### config.mk
export PLATFORM = sky130hd
export DESIGN_NAME = pht_update_queue
export DESIGN_NICKNAME = d
export VERILOG_FILES = /design/src/rtl/pht_update_queue.sv
export SDC_FILE = /design/constraint.sdc
export NUM_CORES = 1
export LEC_CHECK = 0
export BUFFER_PORTS_ARGS = -buffer_cell sky130_fd_sc_hd__buf_4
export CAP_MARGIN = 10
export CORE_MARGIN = 1.5
export CORE_UTILIZATION = 50
export CTS_CLUSTER_SIZE = 20
export DETAILED_ROUTE_END_ITERATION = 16
export GPL_TIMING_DRIVEN = 0
export PLACE_DENSITY = 0.8
export SYNTH_ARGS = -nofsm -noshare
export SYNTH_HDL_FRONTEND = slang
export SYNTH_SLANG_ARGS = --single-unit
### constraint.sdc
create_clock -name clk -period 3.4 [get_ports clk]
set_clock_uncertainty 0.05 [all_clocks]
set_input_delay 0.34 -clock clk [delete_from_list [all_inputs] [get_ports clk]]
set_output_delay 0.34 -clock clk [all_outputs]
set_load 0.02 [all_outputs]
### src/rtl/pht_update_queue.sv
// pht_update_queue: in-order queue of predicted branches that trains the PHT on resolution.
module pht_update_queue #(
  parameter int ADDR_W = 8,
  parameter int DEPTH  = 4
) (
  input  logic                       clk,
  input  logic                       reset,
  input  logic                       req_valid,
  input  logic [ADDR_W-1:0]          req_addr,
  input  logic                       req_pred,
  output logic                       req_ready,
  input  logic                       resolve_valid,
  input  logic                       resolve_taken,
  input  logic                       flush,
  output logic                       upd_result,
  output logic [ADDR_W-1:0]          upd_addr,
  output logic                       upd_taken,
  output logic                       mispredict,
  output logic [$clog2(DEPTH):0]     count,
  output logic [15:0]                mispredict_count,
  output logic                       underflow
);
  localparam int PW = $clog2(DEPTH);
  localparam int CW = PW + 1;
  logic [ADDR_W-1:0] addr_mem [DEPTH];
  logic              pred_mem [DEPTH];
  logic [PW-1:0]     rd_ptr, wr_ptr;
  logic              push, pop, empty;
  assign req_ready = count != CW'(DEPTH);
  assign empty     = count == '0;
  assign push      = req_valid && req_ready && !flush;
  assign pop       = resolve_valid && !empty && !flush;
  always_ff @(posedge clk)
    if (push) begin
      addr_mem[wr_ptr] <= req_addr;
      pred_mem[wr_ptr] <= req_pred;
    end
  always_ff @(posedge clk) begin
    if (reset) begin
      rd_ptr           <= '0;
      wr_ptr           <= '0;
      count            <= '0;
      upd_result       <= 1'b0;
      upd_addr         <= '0;
      upd_taken        <= 1'b0;
      mispredict       <= 1'b0;
      mispredict_count <= '0;
      underflow        <= 1'b0;
    end else begin
      if (flush) begin
        rd_ptr <= '0;
        wr_ptr <= '0;
        count  <= '0;
      end else begin
        if (push) wr_ptr <= wr_ptr + 1'b1;
        if (pop) rd_ptr <= rd_ptr + 1'b1;
        count <= count + CW'(push) - CW'(pop);
      end
      upd_result <= pop;
      mispredict <= pop && (pred_mem[rd_ptr] != resolve_taken);
      if (pop) begin
        upd_addr  <= addr_mem[rd_ptr];
        upd_taken <= resolve_taken;
      end
      if (mispredict && mispredict_count != 16'hFFFF) mispredict_count <= mispredict_count + 16'd1;
      if (resolve_valid && empty && !flush) underflow <= 1'b1;
    end
  end
endmodule

==> impl_metrics.yaml, run 1 <==
sta:
  setup_viol: 0
  final.setup.tns_ns: 0
  hold_viol_final: 0
  maxSlewHeadroom: 0.6261
  min_period_ns: 2.644
  fmax_ghz: 0.3782
  finalMaxSlewViolations: 0
  period_share: 0.7776
  rsz0062_at_grt: "no"
  tightest_slew_ns: 0.5608
  hold_slack_ns: 0.1383
grt:
  antenna_found_initial: 0
  grt_pass1_wl_um: 9094
  overflow: 0
  grt_use_total: 0.1914
  grt_pass1_vias: 1914
  grt_max_degree: 15
yosys:
  syn_inst: 239
  async_flop_share: 0
  ys_top_cells_by_area: "edfxtp_1, dfxtp_1, mux4_2"
  avgSynthCellArea_um2: 12.50
  synth_cell_type_count: 43
  synth_area_um2: 2987
  synth_edf_count: 36
  synth_area_leader_cell: "edfxtp_1"
  synth_top_cell_area_share: 0.3620
  ys_seq_elements: 73
  ys_warn_count: 0
  ys.flop_type: "dfxtp_1"
  synth_fp_nets: 262
  yosysSeqAreaShare: 0.6100
worst_setup_path:
  crit_arrival_ns: 2.82
  cp-start-kind: "register"
  cpPeakStageDelay_ns: 0.39
  crit_fanout: 10
  r2r_setup_slack_ns: 0.76
  cp.required_ns: 3.58
  crit_top_cell: "inv_1"
  path_class: "register to register"
  rr_worst_depth: 12
  end_kind: "register"
  timing.rr.end: "count[2]"
  r2r_start: "count[1]"
  crit_slowest_cell: "or3_1"
  worstPathCellList: "or3_1, nand2_1, inv_1, clkbuf_1, ha_1, inv_1, ha_1, inv_1, fa_1, xor2_1, xnor2_1, nor2_1"
layout:
  register_area_um2: 1822
  area_growth_pct: 21.28
  fillCellCount: 465
  final_common_cell: "buf_4"
  nets: 319
  drive_gt1_frac: 0.2658
  final_cell_mix: "buf_4, dfxtp_1, edfxtp_1, nand2_1, nor2_1"
  antenna_cells: 0
  multi_input_area_um2: 1104
outcome:
  status: "finished clean"
clock_tree:
  cts_buffers: 9
  cts-root-buf: "clkbuf_8"
  cts.hold.buffers_added: 0
  cts-resized-gates: 0
  cts.path.max_buffers: 2
  cts_tree: "built"
  htreeDepth: 3
  clk_pin_slew_worst_paths_ns: 0.08
  cts_sinks: 73
  clock_latency_ns: 0.34
  post_cts.repair.setup_buffers: 0
die:
  die_h_um: 80.29
  row_count: 27
  io_pins: 47
  die-area_um2: 6446
  core_area_um2: 5642
  fp.dieW_um: 80.29
  start_util: 0.5294
drt:
  wl_um: 5607
  postRouteAntennaNets: 0
  via_count: 2044
  via_per_inst: 5.480
  drc_errors: 0
  firstDrtPassIters: 4
  wl_per_cell_um: 15.03
  drtIter0Drc: 70
job:
  drv_cap: 0
place:
  dpl.hpwl_um: 3928
  gp_congestion: 0.8419
  numPortBuffers: 46
min_path:
  min_path_type: "input pin to register"
  min_from: "req_addr[4]"
  min_to: "addr_mem[0][4]"
  hold_depth: 1
power:
  p_per_area_nw_per_um2: 467.2
  ir_worst_vdd_v: 0.0004273
  p_leak_nw: 1.348
critical path, delay by kind of cell (launching register included):
kind          cells  cell delay, ns
xor+xnor          2            0.30
buf+inv           4            0.41
simple gates      3            0.55
fa+ha+maj         3            0.84
flops             1            0.38
how the worst max path moves through the flow:
stage	startpoint	end	slack [ns]	depth (start not counted)
after floorplan	count[2]	count[2]	0.79	12
after global placement	flush	count[2]	0.71	13
after detailed placement	flush	count[2]	0.67	13
after CTS	count[1]	count[2]	0.74	12
after global routing	count[1]	count[2]	0.53	12
final	count[1]	count[2]	0.76	12
cell families (layout without fill, tap and decap cells):
group,Yosys count,after routing,synth area share
compound gates,32,32,0.06955
xor+xnor,7,7,0.02053
fa+ha+maj,8,8,0.03603
buf+inv,16,78,0.02052
flops,73,73,0.6100
mux,13,13,0.08211
simple gates,90,90,0.1613
metal layers:
layer / global-route usage / share of wire
met5: 0 / 0
met4: 0.1052 / 0.012
met3: 0.04205 / 0.037
met2: 0.3034 / 0.50
met1: 0.2433 / 0.45
where the power goes:
group	internal, mW	switching (mW)	total (mW)
sequential	0.934	0.00576	0.940
clock	0.345	0.335	0.680
combinational	0.0326	0.0400	0.0727
total	1.31	0.381	1.69
sequential cells by signal, indices dropped and copies added (netlist names), named ones only:
register	flops
addr_mem	32
count	3
mispredict	1
mispredict_count	16
pred_mem	4
rd_ptr	2
underflow	1
upd_addr	8
upd_result	1
upd_taken	1
wr_ptr	2
final cells by class:
type                    count  share of cell area
multi-input cells         150              0.3047
clock inverters             7             0.02107
repair buffers             46             0.09534
clock buffers               9             0.03420
flip-flops and latches     73              0.5029
well taps                  72             0.02487
plain buffers               8            0.008636
inverters                   8            0.008290
stage by stage:
stage          std cells  worst slack [ns]  total power, mW    util  cell area (µm²)
6_report             373            0.7562            1.692  0.6420             3622
5_1_grt              373            0.5262            1.755  0.6420             3622
4_1_cts              373            0.7360            1.710  0.6420             3622
3_5_place_dp         357            0.6659            1.034  0.6066             3422
3_3_place_gp         357            0.7129            1.031  0.6066             3422
2_1_floorplan        239            0.7856           0.9986       -             2987
synth_stat cells (all sizes together), types with 3 or more instances:
cell type  instances
xnor2              4
and4               3
nand4              6
a31oi              3
or3                3
o21ai              4
nor2              22
nand3              6
a21oi             17
mux4               9
nand2             26
ha                 7
edfxtp            36
nor3               9
clkbuf             6
dfxtp             37
inv                8
and2               4
xor2               3
Note: power is estimated with default switching activity, not from simulation.
==> inputs of run 2 (changes only) <==
PLACE_DENSITY = 0.83   (was 0.8)
clock period = 2.31 ns   (was 3.4 ns; I/O delays follow)
==> run 2 against run 1 <==
- sequential power is 47% higher
- die area did not move
- critical endpoint unchanged
- power up 46%
- largest cell class unchanged
==> impl_metrics.yaml, run 2 (synthesis gave the netlist of run 1 again) <==
outcome:
  status: "finished clean"
min_path:
  min_from: "req_addr[6]"
  hold_depth: 1
  min_path_type: "input pin to register"
  min_to: "addr_mem[2][6]"
worst_setup_path:
  crit_fanout: 3
  r2r_setup_slack_ns: 0.04
  crit_arrival_ns: 2.44
  cp.required_ns: 2.48
  path_class: "register to register"
  timing.rr.end: "count[2]"
  rr_worst_depth: 12
  end_kind: "register"
  r2r_start: "count[1]"
  cp-start-kind: "register"
layout:
  antenna_cells: 0
  fillCellCount: 455
  area_growth_pct: 26.06
  largest-register: "addr_mem"
  final_common_cell: "buf_4"
  register_area_um2: 1833
  finalNonFillerCells: 382
  top_regs: "addr_mem x32, mispredict_count x16, upd_addr x8"
  drive_gt1_frac: 0.3387
  largest_reg_flops: 32
  final_cell_mix: "buf_4, edfxtp_1, dfxtp_1, nand2_1, nor2_1"
  nets: 328
  fin_area_um2: 3765
  multi_input_area_um2: 1169
grt:
  grt_max_degree: 14
  grtUsageMet2: 0.3202
  grt_pass1_vias: 1927
  overflow: 0
  met1_usage: 0.2210
  gr-max-usage-layer: "met2"
  use_met3: 0.07500
  grt_use_total: 0.1918
  antenna_found_initial: 0
  grt_pass1_wl_um: 9073
clock_tree:
  cts_buffers: 9
  htreeDepth: 3
  cts-root-buf: "clkbuf_8"
  clk_pin_slew_worst_paths_ns: 0.08
  cts.hold.buffers_added: 0
  cts_sinks: 73
  clock_latency_ns: 0.34
  cts.path.max_buffers: 2
  cts_tree: "built"
job:
  drv_cap: 0
drt:
  wl_um: 5727
  via_count: 2052
  drtIter0Drc: 82
  via_per_inst: 5.372
  drc_errors: 0
  wl_per_cell_um: 14.99
  firstDrtPassIters: 4
  postRouteAntennaNets: 0
sta:
  worst_slack_ns: 0.03725
  finalMaxSlewViolations: 0
  setup_viol: 0
  maxSlewHeadroom: 0.6177
  fmax_ghz: 0.4400
  tightest_slew_ns: 0.5715
  min_period_ns: 2.273
  period_share: 0.9839
  final.setup.tns_ns: 0
  hold_viol_final: 0
  rsz0062_at_grt: "yes"
die:
  die-area_um2: 6446
  row_count: 27
  fp.dieW_um: 80.29
  core_area_um2: 5642
  start_util: 0.5294
  die_h_um: 80.29
  io_pins: 47
power:
  seq_power_share: 0.558
  p_total_mw: 2.475
  p_per_area_nw_per_um2: 657.4
  p_clk_frac: 0.390
  p_sw_uw: 545.1
  pwr-share-comb: 0.052
  switching_share: 0.2202
  p_leak_nw: 1.406
  ir_worst_vdd_v: 0.0005901
  p_int_mw: 1.930
place:
  dpl.hpwl_um: 3939
  place_inst: 357
  gp_congestion: 0.8148
  pre_cts_ws_ns: -0.06707
  numPortBuffers: 46
  dpl-instance-area_um2: 3476
run 2: critical path: stages (launching register included):
cell,delay [ns]
dfxtp_4,0.35
or3b_4,0.41
nand2_4,0.10
nor2_4,0.05
inv_2,0.06
ha_4,0.19
inv_2,0.06
ha_4,0.12
inv_2,0.03
fa_2,0.34
xor2_2,0.15
xnor2_1,0.16
nor2_1,0.07
run 2: per-layer routing:
| metal | wire [µm] | vias to the layer above |
|---|---|---|
| met5 | 0 | - |
| met2 | 2975 | 58 |
| met3 | 301 | 8 |
| met4 | 78 | 0 |
| met1 | 2371 | 977 |
| li1 | - | 1009 |
run 2: what timing repair did:
| action | 4_1_cts | 5_1_grt |
|---|---|---|
| resized for setup | 3 | 7 |
| gates cloned | 0 | 0 |
| pin swaps | 2 | 7 |
| setup endpoints to repair | 1 | 1 |
| setup buffers | 4 | 6 |
run 2: area by class of cell:
cell class,instances,share of cell area
Buffer,7,0.007311
Clock buffer,9,0.03290
Clock inverter,7,0.01828
Inverter,8,0.008641
Multi-Input combinational cell,150,0.3104
Sequential cell,73,0.4869
Tap cell,72,0.02393
Timing Repair Buffer,56,0.1117
run 2: worst max-delay path by stage:
stage / start / end / slack (ns) / cells past startpoint
after floorplan: count[2] / count[2] / 0.003 / 12
after global placement: count[1] / count[2] / -0.03 / 12
after detailed placement: count[1] / count[2] / -0.07 / 12
after CTS: count[0] / count[2] / 0.008 / 12
after global routing: count[1] / count[2] / -0.06 / 12
final: count[1] / count[2] / 0.04 / 12
run 2: per-stage QoR:
step / util / hold WS, ns
2_1_floorplan: - / 0.2799
3_3_place_gp: 0.6161 / 0.3812
3_5_place_dp: 0.6161 / 0.3870
4_1_cts: 0.6545 / 0.02032
5_1_grt: 0.6673 / 0.01572
6_report: 0.6673 / 0.03548
run 2: power groups by stage:
stage,Combinational (mW),Sequential (mW),Clock (mW)
floorplan,0.0568,1.42,0
global placement,0.111,1.41,0
global route,0.143,1.38,1.04
finish,0.130,1.38,0.965
CTS,0.117,1.38,0.988
detailed placement,0.115,1.41,0
==> inputs of run 3 (changes only) <==
ABC_AREA = 1   (was default)
MAX_ROUTING_LAYER = met4   (was default)
PLACE_DENSITY = 0.82   (was 0.83)
==> run 3 against run 2 <==
- sequential power is essentially flat
- die area grew 3.8%
- non-clock buffer count shrank 3
- utilization shrank 2.1 points
- final cell count grew 26%
- highest routed layer unchanged
- first-iteration DRC count grew 54%
- via count grew 25%
- count of clock-buffer cells in the layout is the same
==> impl_metrics.yaml, run 3 <==
worst_setup_path:
  cp-start-kind: "register"
  r2r_setup_slack_ns: 0.17
  crit_slowest_cell: "dfxtp_4"
  setup.worst_path.end: "count[2]"
  cp.required_ns: 2.54
  crit_fanout: 5
  worstPathCellList: "nor2_1, nand2_2, nand2_2, nor2_2, inv_2, ha_1, inv_1, ha_1, inv_1, fa_2, or2_2, a21oi_2"
  r2r_start: "count[1]"
  setup.worst_path.start: "count[1]"
  path_class: "register to register"
  timing.rr.end: "count[2]"
  crit_arrival_ns: 2.37
  rr_worst_depth: 12
  cpPeakStageDelay_ns: 0.40
  end_kind: "register"
drt:
  wl_um: 6834
  m1WireLength_um: 2887
  drc_errors: 0
  postRouteAntennaNets: 0
  top_layer: "met4"
  firstDrtPassIters: 4
  wl_per_cell_um: 14.24
  wl_met2_um: 3486
  drtIter0Drc: 126
  via_count: 2562
  via_per_inst: 5.338
  wl_met3_um: 365
die:
  io_pins: 47
  fp.dieW_um: 81.81
  die-area_um2: 6693
  core_area_um2: 5956
  start_util: 0.5214
  row_count: 28
  die_h_um: 81.81
sta:
  maxSlewHeadroom: 0.3907
  min_period_ns: 2.141
  tightest_slew_ns: 0.9106
  worst_slack_ns: 0.1686
  setup_viol: 0
  finalMaxSlewViolations: 0
  hold_slack_ns: 0.02611
  fmax_ghz: 0.4670
  rsz0062_at_grt: "no"
  hold_viol_final: 0
  period_share: 0.9270
grt:
  grt_pass1_vias: 2467
  grt_max_degree: 15
  antenna_found_initial: 0
  overflow: 0
  grt_pass1_wl_um: 10650
  grt_use_total: 0.2203
power:
  p_per_area_nw_per_um2: 690.8
  ir_worst_vdd_v: 0.0005740
  p_leak_nw: 1.524
yosys:
  synthAdderAreaFrac: 0.03465
  async_flop_share: 0
  ys_top_cells_by_area: "edfxtp_1, dfxtp_1, nor2_1"
  synthMuxAreaShare: 0
  synth_top_cell_area_share: 0.3481
  synth_simple_gate_area_share: 0.2200
  synth_fp_nets: 362
  syn_inst: 339
  synth_cell_type_count: 26
  synth_area_um2: 3105
  synth_area_leader_cell: "edfxtp_1"
  ys.flop_type: "dfxtp_1"
  synth_compound_area_frac: 0.09629
  synth_common_cells: "nor2_1, nand2_1, dfxtp_1, edfxtp_1, o21ai_0"
  ys_seq_elements: 73
  synth.most_common_cell: "nor2_1"
  avgSynthCellArea_um2: 9.161
  yosysSeqAreaShare: 0.5866
  synth_top_family_by_area: "simple AND/OR/NAND/NOR gates"
  synth_edf_count: 36
  synthXorXnorAreaFrac: 0.005641
  ys_warn_count: 0
place:
  pre_cts_ws_ns: -0.1048
  dpl.hpwl_um: 4545
  gp_congestion: 0.8380
  numPortBuffers: 46
clock_tree:
  cts_tree: "built"
  cts.hold.buffers_added: 0
  htreeDepth: 3
  cts_buffers: 9
  clock_latency_ns: 0.35
  cts.path.max_buffers: 2
  cts_sinks: 73
  cts-root-buf: "clkbuf_8"
  clk_pin_slew_worst_paths_ns: 0.08
layout:
  register_area_um2: 1831
  top_regs: "addr_mem x32, mispredict_count x16, upd_addr x8"
  antenna_cells: 0
  largest-register: "addr_mem"
  area_growth_pct: 23.93
  nets: 423
  drive_gt1_frac: 0.2296
  fillCellCount: 478
  largest_reg_flops: 32
  final_cell_mix: "nor2_1, buf_4, nand2_1, edfxtp_1, dfxtp_1"
  final_common_cell: "nor2_1"
  multi_input_area_um2: 1144
min_path:
  min_path_type: "input pin to register"
job:
  drv_cap: 0
outcome:
  status: "finished clean"
## run 3: cell count changes in the layout (fill, tap and decap cells not counted), moves of 4 or more
cell,previous run,this run
inv_1,4,28
and2_1,4,0
o21ai_0,4,31
nor3_1,9,4
nand3_1,5,20
mux4_2,9,0
nand2_1,24,38
nor2_1,21,83
o22ai_1,0,8
## run 3: area by class of cell
class	instances	share of cell area
Timing Repair Buffer	51	0.09948
Clock inverter	7	0.02666
Tap cell	75	0.02438
Inverter	29	0.02828
Sequential cell	73	0.4756
Buffer	9	0.01625
Multi-Input combinational cell	227	0.2971
Clock buffer	9	0.03218
## run 3: metal layers
layer  GRT usage  vias up
li1            -     1250
met1      0.2491     1220
met2      0.3631       77
met3     0.06889       15
met4     0.08814        0
met5           -        -
## run 3: cell families (layout without fill, tap and decap cells)
group                    Yosys count  after routing
adder cells (fa/ha/maj)            8              8
flip-flops                        73             73
AO/OA/AOI/OAI                     57             57
XOR/XNOR                           2              2
buffers and inverters             39            105
AND/OR/NAND/NOR                  160            160
## run 3: worst min path at each step
stage / to / slack, ns / start / cells past startpoint
floorplan: underflow / 0.25 / reset / 1
global route: addr_mem[0][0] / 0.01 / req_addr[0] / 1
finish: addr_mem[0][0] / 0.03 / req_addr[0] / 1
detailed placement: addr_mem[1][5] / 0.38 / req_addr[5] / 1
CTS: upd_result / 0.02 / reset / 2
global placement: addr_mem[0][6] / 0.38 / req_addr[6] / 1
## run 3: stage by stage
stage	util	instance area (µm²)	total power, mW	cells	setup TNS (ns)
finish	0.6462	3849	2.659	480	0
global route	0.6462	3849	2.746	480	0
detailed placement	0.5962	3551	1.546	460	-0.1048
floorplan	-	3112	1.487	339	0
CTS	0.6363	3790	2.652	476	0
global placement	0.5962	3551	1.542	460	-0.03677
## run 3: critical path, delay by kind of cell (launching register included)
family	cells	cell delay (ns)
buf+inv	3	0.14
compound gates	1	0.10
flops	1	0.40
fa+ha+maj	3	0.74
simple gates	5	0.64
## run 3: power by group
group,internal [mW],switching [mW]
registers,1.38,0.0116
logic,0.0578,0.0825
clock network,0.619,0.511
## run 3: timing repair
item / 4_1_cts / 5_1_grt
pin swaps: 0 / 3
resized for setup: 3 / 9
setup endpoints to repair: 1 / 1
setup buffers: 0 / 5
